**src/rtl/block_line_sum_gen.sv**
```systemverilog
// Per-line column sum producer and block-duty phase generator.
// Sums one 64-pixel block column per line and emits the block mean per row.
module block_line_sum_gen #(
  parameter int BLK_COL  = 0,
  parameter int BLK_ROWS = 8,
  parameter int EVAL_CYC = 70
) (
  input  logic        iODCK,
  input  logic        iRST,
  input  logic        iVS,
  input  logic        iDE,
  input  logic [7:0]  iPixel,
  output logic        oV_Duty,
  output logic        oWEA,
  output logic [13:0] oPreLineSum,
  output logic [6:0]  oV_Block_Duty_Count,
  output logic [7:0]  oBlockData,
  output logic        oOverrun
);

  typedef enum logic [1:0] {
    S_IDLE,
    S_COLLECT,
    S_EVAL
  } state_t;

  localparam logic [4:0]  W_COL   = 5'(BLK_COL);
  localparam logic [15:0] EV_LAST = 16'(EVAL_CYC - 1);
  localparam logic [7:0]  ROWS_N  = 8'(BLK_ROWS);

  state_t      r_state;
  logic [10:0] r_hcount;
  logic        r_de_d;
  logic        r_line_ok;
  logic [13:0] r_acc;
  logic [19:0] r_blksum;
  logic [6:0]  r_lidx;
  logic [7:0]  r_rows;
  logic [15:0] r_evcnt;
  logic        r_duty;
  logic        r_wea;
  logic [13:0] r_sum;
  logic [6:0]  r_idx;
  logic [7:0]  r_bdata;
  logic        r_ovr;

  logic        w_start;
  logic        w_in_win;
  logic        w_last;
  logic        w_ok;
  logic        w_take;
  logic [13:0] w_base;
  logic [13:0] w_lsum;
  logic        w_row_end;
  logic        w_rows_done;

  // Window decode, line-qualification and running line sum
  always_comb begin
    w_start     = iDE & ~r_de_d;
    w_in_win    = (r_hcount[10:6] == W_COL);
    w_last      = w_in_win & (r_hcount[5:0] == 6'd63);
    w_ok        = w_start ? (r_state == S_COLLECT) : r_line_ok;
    w_take      = iDE & w_ok & (r_state == S_COLLECT) & w_in_win;
    w_base      = w_start ? 14'd0 : r_acc;
    w_lsum      = w_base + {6'd0, iPixel};
    w_row_end   = r_wea & (r_idx == 7'd63);
    w_rows_done = (r_rows >= ROWS_N);
  end

  // Horizontal pixel position within the current DE run
  always_ff @(posedge iODCK or negedge iRST) begin
    if (!iRST) begin
      r_hcount <= '0;
      r_de_d   <= 1'b0;
    end else begin
      r_de_d <= iDE;
      if (iVS)
        r_hcount <= '0;
      else if (iDE)
        r_hcount <= r_hcount + 11'd1;
      else
        r_hcount <= '0;
    end
  end

  // Phase FSM with line/block accumulation and registered outputs
  always_ff @(posedge iODCK or negedge iRST) begin
    if (!iRST) begin
      r_state   <= S_IDLE;
      r_line_ok <= 1'b0;
      r_acc     <= '0;
      r_blksum  <= '0;
      r_lidx    <= '0;
      r_rows    <= '0;
      r_evcnt   <= '0;
      r_duty    <= 1'b0;
      r_wea     <= 1'b0;
      r_sum     <= '0;
      r_idx     <= '0;
      r_bdata   <= '0;
      r_ovr     <= 1'b0;
    end else begin
      r_wea <= 1'b0;
      if (iVS) begin
        r_state   <= S_COLLECT;
        r_duty    <= 1'b1;
        r_line_ok <= 1'b0;
        r_acc     <= '0;
        r_blksum  <= '0;
        r_lidx    <= '0;
        r_rows    <= '0;
        r_evcnt   <= '0;
        r_ovr     <= 1'b0;
      end else begin
        if (w_start)
          r_line_ok <= (r_state == S_COLLECT);
        if (w_start && r_state == S_EVAL)
          r_ovr <= 1'b1;
        if (w_take)
          r_acc <= w_lsum;
        else if (w_start)
          r_acc <= '0;
        if (w_take && w_last) begin
          r_wea    <= 1'b1;
          r_sum    <= w_lsum;
          r_idx    <= r_lidx;
          r_lidx   <= r_lidx + 7'd1;
          r_blksum <= r_blksum + {6'd0, w_lsum};
        end
        unique case (r_state)
          S_IDLE: begin
            r_duty <= 1'b0;
          end
          S_COLLECT: begin
            if (w_row_end) begin
              r_state   <= S_EVAL;
              r_duty    <= 1'b0;
              r_bdata   <= r_blksum[19:12];
              r_blksum  <= '0;
              r_lidx    <= '0;
              r_rows    <= r_rows + 8'd1;
              r_evcnt   <= '0;
              r_line_ok <= 1'b0;
            end
          end
          S_EVAL: begin
            if (r_evcnt == EV_LAST) begin
              r_state <= w_rows_done ? S_IDLE : S_COLLECT;
              r_duty  <= ~w_rows_done;
            end else begin
              r_evcnt <= r_evcnt + 16'd1;
            end
          end
          default: begin
            r_state <= S_IDLE;
            r_duty  <= 1'b0;
          end
        endcase
      end
    end
  end

  assign oV_Duty             = r_duty;
  assign oWEA                = r_wea;
  assign oPreLineSum         = r_sum;
  assign oV_Block_Duty_Count = r_idx;
  assign oBlockData          = r_bdata;
  assign oOverrun            = r_ovr;

endmodule

```
**config.mk**
```make
export PLATFORM = sky130hd
export DESIGN_NAME = block_line_sum_gen
export DESIGN_NICKNAME = d
export VERILOG_FILES = /design/src/rtl/block_line_sum_gen.sv
export SDC_FILE = /design/constraint.sdc
export NUM_CORES = 1
export LEC_CHECK = 0
export BUFFER_PORTS_ARGS = -buffer_cell sky130_fd_sc_hd__buf_2
export CAP_MARGIN = 20
export CORE_ASPECT_RATIO = 1.75
export CORE_MARGIN = 2
export CORE_UTILIZATION = 55
export DETAILED_ROUTE_END_ITERATION = 12
export PLACE_DENSITY = 0.74
export SYNTH_ARGS = -nofsm -noshare
export SYNTH_HDL_FRONTEND = slang
export SYNTH_SLANG_ARGS = --single-unit
export TNS_END_PERCENT = 10
```
**constraint.sdc**
```tcl
create_clock -name iODCK -period 10.1 [get_ports iODCK]
set_input_delay 1.515 -clock iODCK [delete_from_list [all_inputs] [get_ports iODCK]]
set_output_delay 1.515 -clock iODCK [all_outputs]
set_load 0.01 [all_outputs]
```
==> impl_metrics.tcl, run 1 <==
set metrics [dict create \
    rsz0062_at_grt "no" \
    cp-start-kind "input pin" \
    postCtsSetupBuffers 0 \
    grt_pass1_wl_um 22900 \
    cts_buffer_depth 2 \
    root_buffer "clkbuf_16" \
    finalHoldViolCount 0 \
    initial_core_util_pct 55.9 \
    synth_fp_nets 684 \
    critPathKind "in -> reg" \
    die_w_um 83.9 \
    final_layout_size_suffix_gt1_share_pct 13.6 \
    fin_crit_sh_pct 57.8 \
    use_met1_pct 27.6 \
    maxCapViolations 0 \
    holdBufCountCts 0 \
    hpwl_um 9660 \
    maxSlewViolCount 0 \
    p_leak_uw 0.00320 \
    cp_max_fo 27 \
    ctsResizeCount 0 \
    fmax_ghz 0.171 \
    grt_use_met3_pct 3.27 \
    drt_drc_violations_left 0 \
    relSlewSlack_pct 31.5 \
    netlist_instances 644 \
    layout_common_cells "dfrtp_1, nand2_1, nor2_1, a21oi_1, buf_2" \
    htree_levels 3 \
    num_vias 4825 \
    io_pins 44 \
    grt_max_degree 62 \
    synth_seq_cells 112 \
    synth_area_um2 6140 \
    globalplace.congestion 0.928 \
    ys_seq_area_share_pct 45.6 \
    path_clk_slew_ns 0.07 \
    wire_per_inst_um 16.6 \
    die_area_um2 12100 \
    grtUsageTotal_pct 23.7 \
    busiest_layer "met2" \
    cts_sinks 112 \
    vdd_drop_max_mv 0.0960 \
    cts_made_buffers 9 \
    rows 51 \
    setup_viol 0 \
    diodes 0 \
    yosysUniqueCellTypes 62 \
    tns_ns 0 \
    cts_tree "yes" \
    core_area_um2 11000 \
    ant_nets 0 \
    run_status "finished clean" \
    die-height_um 144 \
    synthFlopType "dfrtp_1" \
    grt_pass1_vias 5002 \
    dr.first_iter.drc_count 240 \
    portBuffers 43 \
    mostFrequentLayoutCell "dfrtp_1" \
    stdcell_area_um2 6760 \
    place_area_um2 6470 \
    insertion_delay_ns 0.35 \
    required_ns 10.32 \
    ys_warn_count 0 \
    worstMarginPinSlew_ns 1.02 \
    finalCriticalPeriod_ns 5.84 \
    cp.arrival_ns 6.06 \
    power.density_nw_per_um2 130 \
    nets 721 \
    antenna_found_initial 0 \
    synth_edf_count 0 \
    fin_skew_ns 0.00607 \
    grtUsageMet2_pct 41.8 \
    overflow 0 \
    drt-pass1-iter-count 4 \
    hold_class "reg -> reg" \
    avgSynthCellArea_um2 9.53 \
    vias_per_cell 5.91 \
    drt-total-wl_um 13600 \
    ys_async_sr_fraction_pct 100 \
    critPathCaptureType "register" \
    area_growth_pct 10.1 \
]
-- layer usage --
metal / up-vias / part of all wire [%]
li1: 2331 / -
met1: 2335 / 41
met2: 121 / 52
met3: 38 / 3.3
met4: 0 / 4.5
met5: - / 0
-- state kept, by name, summed over array words and instances (netlist names), 2 cells and up --
| name | flops |
|---|---|
| oPreLineSum | 14 |
| r_blksum | 20 |
| r_evcnt | 16 |
| r_acc | 14 |
| oBlockData | 8 |
| r_hcount | 11 |
| oV_Block_Duty_Count | 7 |
| r_lidx | 7 |
| r_rows | 8 |
| r_state | 2 |
-- critical path, cell delays in order --
cell,delay (ns)
buf_2,0.13
nand2b_1,0.51
and2_1,0.42
ha_1,0.21
fa_1,0.43
a31oi_1,0.28
o311ai_2,0.17
a211oi_2,0.36
nor3_1,0.13
xnor2_1,0.24
ha_1,0.33
a21o_1,0.19
a2111oi_0,0.68
a211oi_1,0.21
xnor2_1,0.19
nor2_1,0.06
-- final timing paths --
kind | to | startpoint | slack [ns] | cells after the start
max in group asynchronous | r_acc[3] | iRST | 7.68 | 2
setup reg to reg | r_blksum[14] | r_de_d | 5.10 | 15
min in group asynchronous | oBlockData[5] | iRST | 1.19 | 1
hold reg to reg | oPreLineSum[7] | oPreLineSum[7] | 0.47 | 2
setup / recovery | r_blksum[14] | iDE | 4.26 | 16
hold / removal | oPreLineSum[7] | oPreLineSum[7] | 0.47 | 2
-- where the power goes --
| group | leakage (uW) | internal [uW] | switching (uW) |
|---|---|---|---|
| clock | 0.000139 | 198 | 154 |
| sequential | 0.00155 | 451 | 2.07 |
| combinational | 0.00152 | 23.2 | 51.6 |
| total | 0.00320 | 672 | 208 |
-- cell families after synthesis --
logic type      count (synthesis)  synth area share (%)
xor+xnor                       55                  7.85
fa+ha+maj                      30                  6.30
buf+inv                        31                  2.18
flops                         112                  45.6
compound gates                117                  12.5
simple gates                  275                  21.3
mux                            24                  4.32
-- synthesized netlist by cell type (2+ instances only) --
library cell	n	area share [%]
dfrtp_1	112	46
xnor2_1	23	3.3
o31ai_1	4	0.49
and3_1	17	1.7
o2111ai_1	2	0.29
o211ai_1	3	0.37
ha_1	26	5.3
inv_1	10	0.61
o2111a_1	2	0.37
nor4_1	5	0.51
nand2_1	103	6.3
nand2b_1	6	0.61
mux2i_1	4	0.65
or2_2	2	0.20
nand4b_1	3	0.43
a21o_1	11	1.3
or3_1	9	0.92
mux2_2	19	3.5
fa_1	2	0.65
o21ai_0	21	1.7
a21boi_0	2	0.24
nand3_1	18	1.5
nor2b_1	6	0.61
a21oi_1	50	4.1
nor4_2	2	0.41
a31oi_1	2	0.20
xor2_1	32	4.6
or2_1	2	0.20
clkbuf_1	10	0.61
nand4_1	13	1.3
nor2_1	62	3.8
a211oi_1	5	0.61
and2_1	8	0.82
nor3_1	13	1.1
buf_2	5	0.41
buf_1	4	0.24
-- stage by stage --
step                      instances  hold WS, ns  power [uW]  util, %  setup WS (ns)
final                           817        0.475         880     61.6           4.26
after global routing            817        0.513         913     61.6           3.80
after CTS                       817        0.475         888     61.6           4.33
after detailed placement        802        0.457         536     58.9           3.98
after global placement          802        0.454         534     58.9           4.17
after floorplan                 644        0.447         509        -           4.75
-- area by class of cell --
cell class,count,area (um^2)
timing repair buffer,47,248
clock buffer,12,246
tap,132,165
sequential,112,2800
inverter,10,37.5
fill,930,4220
clock inverter,3,42.5
multi-input combinational,501,3220
No activity file was read; power rests on OpenSTA's default activity.
==> run 2, diff against run 1 <==
==> constraint.sdc (replaced) <==
create_clock -name iODCK -period 5.4 [get_ports iODCK]
set_input_delay 0.81 -clock iODCK [delete_from_list [all_inputs] [get_ports iODCK]]
set_output_delay 0.81 -clock iODCK [all_outputs]
set_load 0.01 [all_outputs]
==> run 2 against run 1 <==
Net effect: sequential share of layout area is 0.18 points lower; global-route usage is 0.051 points lower; sequential cell count stayed put; sequential power is 87% higher; clock skew is 0.0048 ns higher; first-iteration DRC count is 7.9% lower; via count is 1.3% higher; critical path type unchanged; largest power group unchanged; highest routed layer unchanged.
==> impl_metrics.tcl, run 2 (synthesis results as in run 1) <==
set metrics [dict create \
    run_status "finished clean" \
    hold_class "reg -> reg" \
    finalCriticalPeriod_ns 4.72 \
    power_uw 1630 \
    overflow 0 \
    cp_max_fo 21 \
    final_layout_size_suffix_gt1_share_pct 14.6 \
    worstSetupEndpoint "r_blksum[14]" \
    cp-startpoint "iDE" \
    top_register "r_blksum" \
    cts_buffer_depth 2 \
    portBuffers 43 \
    pre_cts_slack_ns 0.420 \
    core_area_um2 11000 \
    seqCellArea_um2 2800 \
    globalplace.congestion 0.926 \
    drt_drc_violations_left 0 \
    rsz0062_at_grt "no" \
    setup_viol 0 \
    die_area_um2 12100 \
    critPathKind "in -> reg" \
    diodes 0 \
    reg_top3 "r_blksum x20, r_evcnt x16" \
    postCtsSetupBuffers 0 \
    required_ns 5.62 \
    p_leak_uw 0.00322 \
    fin_skew_ns 0.0109 \
    layout_common_cells "dfrtp_1, nand2_1, nor2_1, a21oi_1, buf_2" \
    ctsResizeCount 0 \
    cts_made_buffers 9 \
    timing.rr.start "r_de_d" \
    num_vias 4888 \
    reg2reg_slack_ns 0.79 \
    cp.arrival_ns 4.94 \
    mostFrequentLayoutCell "dfrtp_1" \
    fmax_ghz 0.212 \
    multi_input_area_um2 3220 \
    wire_per_inst_um 16.7 \
    maxSlewViolCount 0 \
    initial_core_util_pct 55.9 \
    holdBufCountCts 0 \
    cts_tree "yes" \
    io_pins 44 \
    nets 726 \
    die_w_um 83.9 \
    tns_ns 0 \
    worstMarginPinSlew_ns 0.952 \
    drt-total-wl_um 13700 \
    drt-pass1-iter-count 7 \
    maxCapViolations 0 \
    root_buffer "clkbuf_16" \
    hpwl_um 10100 \
    grt_max_degree 77 \
    final_core_util_pct 61.9 \
    grt_pass1_wl_um 22900 \
    die-height_um 144 \
    finalWorstSetupSlack_ns 0.678 \
    htree_levels 3 \
    relSlewSlack_pct 36.5 \
    insertion_delay_ns 0.36 \
    grtUsageTotal_pct 23.6 \
    reg2regPathDepth 15 \
    r2r-end "r_blksum[14]" \
    cp-start-kind "input pin" \
    path_clk_slew_ns 0.08 \
    dr.first_iter.drc_count 221 \
    largest_reg_flops 20 \
    power.density_nw_per_um2 240 \
    critPathCaptureType "register" \
    cts_sinks 112 \
    rows 51 \
    grt_pass1_vias 4889 \
    antenna_found_initial 0 \
    finalHoldViolCount 0 \
    ant_nets 0 \
    fin_crit_sh_pct 87.5 \
    whs_ns 0.474 \
    vias_per_cell 5.94 \
    area_growth_pct 10.6 \
    vdd_drop_max_mv 0.161 \
    nFillCells 942 \
]
[run 2: how the worst min path moves through the flow]
stage | from | to | slack, ns | cells past startpoint
5_1_grt | oPreLineSum[0] | oPreLineSum[0] | 0.51 | 2
6_report | oPreLineSum[5] | oPreLineSum[5] | 0.47 | 2
2_1_floorplan | r_hcount[0] | r_hcount[0] | 0.45 | 1
3_3_place_gp | oPreLineSum[6] | oPreLineSum[6] | 0.45 | 2
3_5_place_dp | oPreLineSum[3] | oPreLineSum[3] | 0.46 | 2
4_1_cts | oPreLineSum[5] | oPreLineSum[5] | 0.48 | 2
[run 2: layout make-up]
cell class              count  share of cell area, %
clock inverters             7                  0.829
multi-input cells         501                   47.4
flip-flops and latches    112                   41.3
repair buffers             52                   4.20
inverters                  10                  0.553
clock buffers               9                   3.32
well taps                 132                   2.43
[run 2: critical path: stages]
cell	delay, ns
buf_2	0.13
nand2b_1	0.15
buf_4	0.25
and2_1	0.18
ha_1	0.35
and2_1	0.20
a22o_1	0.25
a2111oi_4	0.48
nor3_1	0.12
xnor2_1	0.27
ha_1	0.32
a21o_1	0.22
a2111oi_0	0.74
a211oi_1	0.23
xnor2_1	0.19
nor2_1	0.05
[run 2: through the flow]
step           std cells  area, um^2
6_report             823        6790
5_1_grt              823        6790
4_1_cts              822        6780
3_5_place_dp         806        6500
2_1_floorplan        644        6140
3_3_place_gp         806        6500
[run 2: metal layers]
| metal | vias up | wire, um | track usage [%] |
|---|---|---|---|
| met4 | 0 | 644 | 12.8 |
| li1 | 2338 | - | - |
| met2 | 118 | 7060 | 41.3 |
| met1 | 2391 | 5570 | 27.7 |
| met5 | - | 0 | 0 |
| met3 | 41 | 467 | 3.73 |
[run 2: report_power, final]
part / internal [uW] / switching (uW)
registers: 843 / 4.09
logic: 48.0 / 96.3
clock network: 318 / 321
total: 1210 / 422
==> run 3, diff against run 2 <==
--- a/config.mk
+++ b/config.mk
@@ -11,7 +11,7 @@
 export CORE_MARGIN = 2
 export CORE_UTILIZATION = 55
 export DETAILED_ROUTE_END_ITERATION = 12
-export PLACE_DENSITY = 0.74
+export PLACE_DENSITY = 0.75
 export SYNTH_ARGS = -nofsm -noshare
 export SYNTH_HDL_FRONTEND = slang
 export SYNTH_SLANG_ARGS = --single-unit
==> run 3 against run 2 <==
Net effect: total power is 1.4% higher; core utilization is 0.057 points lower; fmax rose by 1.4%; non-clock buffer count fell by 2; combinational power hardly changed; hold slack improved by 0.0013 ns; cell area about the same; clock skew down 0.0038 ns; count of clock-buffer cells in the layout grew 2; first-iteration DRC count grew 22%; via count rose by 1.1%; critical path type unchanged; largest cell class unchanged.
==> impl_metrics.tcl, run 3 (synthesis results as in run 1) <==
set metrics [dict create \
    maxSlewViolCount 0 \
    reg_top3 "r_blksum x20, r_evcnt x16" \
    clockPowerShare_pct 39.9 \
    nets 724 \
    die_w_um 83.9 \
    insertion_delay_ns 0.35 \
    initial_core_util_pct 55.9 \
    grt_pass1_vias 4942 \
    cp.buffers_inverters 1 \
    rsz0062_at_grt "no" \
    cp_max_fo 11 \
    globalplace.congestion 0.934 \
    largest_reg_flops 20 \
    portBuffers 43 \
    hpwl_um 9780 \
    use_met1_pct 27.2 \
    maxCapViolations 0 \
    vdd_drop_max_mv 0.222 \
    tns_ns 0 \
    finalCriticalPeriod_ns 4.66 \
    cpPeakStageDelay_ns 0.68 \
    seqPwrFrac_pct 51.3 \
    dp_cells 804 \
    ant_nets 0 \
    postCtsSetupBuffers 0 \
    drt-pass1-iter-count 7 \
    mostFrequentLayoutCell "dfrtp_1" \
    grt_pass1_wl_um 23000 \
    final_layout_size_suffix_gt1_share_pct 14.1 \
    finalHoldViolCount 0 \
    htree_levels 3 \
    cp.arrival_ns 4.88 \
    core_area_um2 11000 \
    num_vias 4940 \
    critPathCaptureType "register" \
    rows 51 \
    drt-total-wl_um 13800 \
    grtUsageMet2_pct 40.5 \
    die-height_um 144 \
    critPathKind "in -> reg" \
    busiest_layer "met2" \
    fmax_ghz 0.215 \
    drt_drc_violations_left 0 \
    relSlewSlack_pct 28.3 \
    cp-start-kind "input pin" \
    antenna_found_initial 0 \
    grtUsageTotal_pct 23.8 \
    hold_class "reg -> reg" \
    power_uw 1650 \
    ctsResizeCount 0 \
    place_area_um2 6480 \
    overflow 0 \
    cts_tree "yes" \
    layout_common_cells "dfrtp_1, nand2_1, nor2_1, a21oi_1, buf_2" \
    fin_cells 821 \
    wire_per_inst_um 16.8 \
    diodes 0 \
    run_status "finished clean" \
    die_area_um2 12100 \
    crit_family "compound AO/OA/AOI/OAI gates" \
    p_leak_uw 0.00321 \
    area_growth_pct 10.5 \
    vias_per_cell 6.02 \
    p_sw_uw 404 \
    grt_max_degree 66 \
    path_cells "buf_2 -> nand2b_1 -> and2_1 -> ha_1 -> fa_1 -> a31oi_1 -> o311ai_2 -> a211oi_2 -> nor3_1 -> xnor2_1 -> ha_1 -> a21o_1 -> a2111oi_0 -> a211oi_1 -> xnor2_1 -> nor2_1" \
    path_clk_slew_ns 0.07 \
    io_pins 44 \
    fin_skew_ns 0.00711 \
    stdcell_area_um2 6780 \
    slowest_stage "a2111oi_0" \
    reg2reg_slack_ns 0.85 \
    fin_crit_sh_pct 86.3 \
    cts_made_buffers 9 \
    cts_buffer_depth 2 \
    top_register "r_blksum" \
    cts_sinks 112 \
    holdBufCountCts 0 \
    swShare_pct 24.4 \
    grt_use_met3_pct 3.85 \
    p_int_uw 1250 \
    power.density_nw_per_um2 244 \
    setup_viol 0 \
    whs_ns 0.475 \
    power.combinational.fraction_pct 8.8 \
    dr.first_iter.drc_count 270 \
    root_buffer "clkbuf_16" \
    worstMarginPinSlew_ns 1.07 \
    required_ns 5.62 \
]
run 3: cell count changes in the layout (fill, tap and decap cells not counted), sizes merged:
cell      delta
clkinv       -3
inv          -2
clkbuf       +2
bufinv       +1
buf          -2
clkinvlp     +2
run 3: per-layer routing:
metal	vias to the layer above	wire length (um)
met3	54	504
li1	2337	-
met5	-	0
met1	2411	5510
met4	0	804
met2	138	6980
run 3: worst paths after layout:
check                                  to            from  cells after the start
setup / recovery             r_blksum[16]             iDE                     16
hold / removal             oPreLineSum[6]  oPreLineSum[6]                      2
max in group asynchronous       r_acc[12]            iRST                      2
hold reg to reg            oPreLineSum[6]  oPreLineSum[6]                      2
min in group asynchronous   oBlockData[7]            iRST                      1
setup reg to reg             r_blksum[16]          r_de_d                     15
run 3: power groups by stage:
stage / combinational (uW) / sequential [uW] / clock (uW)
2_1_floorplan: 89.6 / 862 / 0
3_3_place_gp: 140 / 863 / 0
3_5_place_dp: 143 / 864 / 0
4_1_cts: 145 / 847 / 671
5_1_grt: 161 / 848 / 702
6_report: 146 / 848 / 660
run 3: cell type report:
| cell class | count | area, um^2 |
|---|---|---|
| inverters | 10 | 37.5 |
| fillers | 937 | 4190 |
| repair buffers | 50 | 270 |
| clock inverters | 5 | 57.6 |
| well taps | 132 | 165 |
| multi-input cells | 501 | 3220 |
| flip-flops and latches | 112 | 2800 |
| clock buffers | 11 | 233 |
run 3: worst min-delay path, cell delays in order (launching register included):
cell	delay (ns)
dfrtp_1	0.34
nand2_1	0.05
nand2_1	0.06
run 3: through the flow:
step	setup WS [ns]	util (%)
floorplan	0.755	-
global placement	0.592	59.1
detailed placement	0.437	59.1
CTS	0.811	61.7
global route	0.372	61.8
finish	0.741	61.8
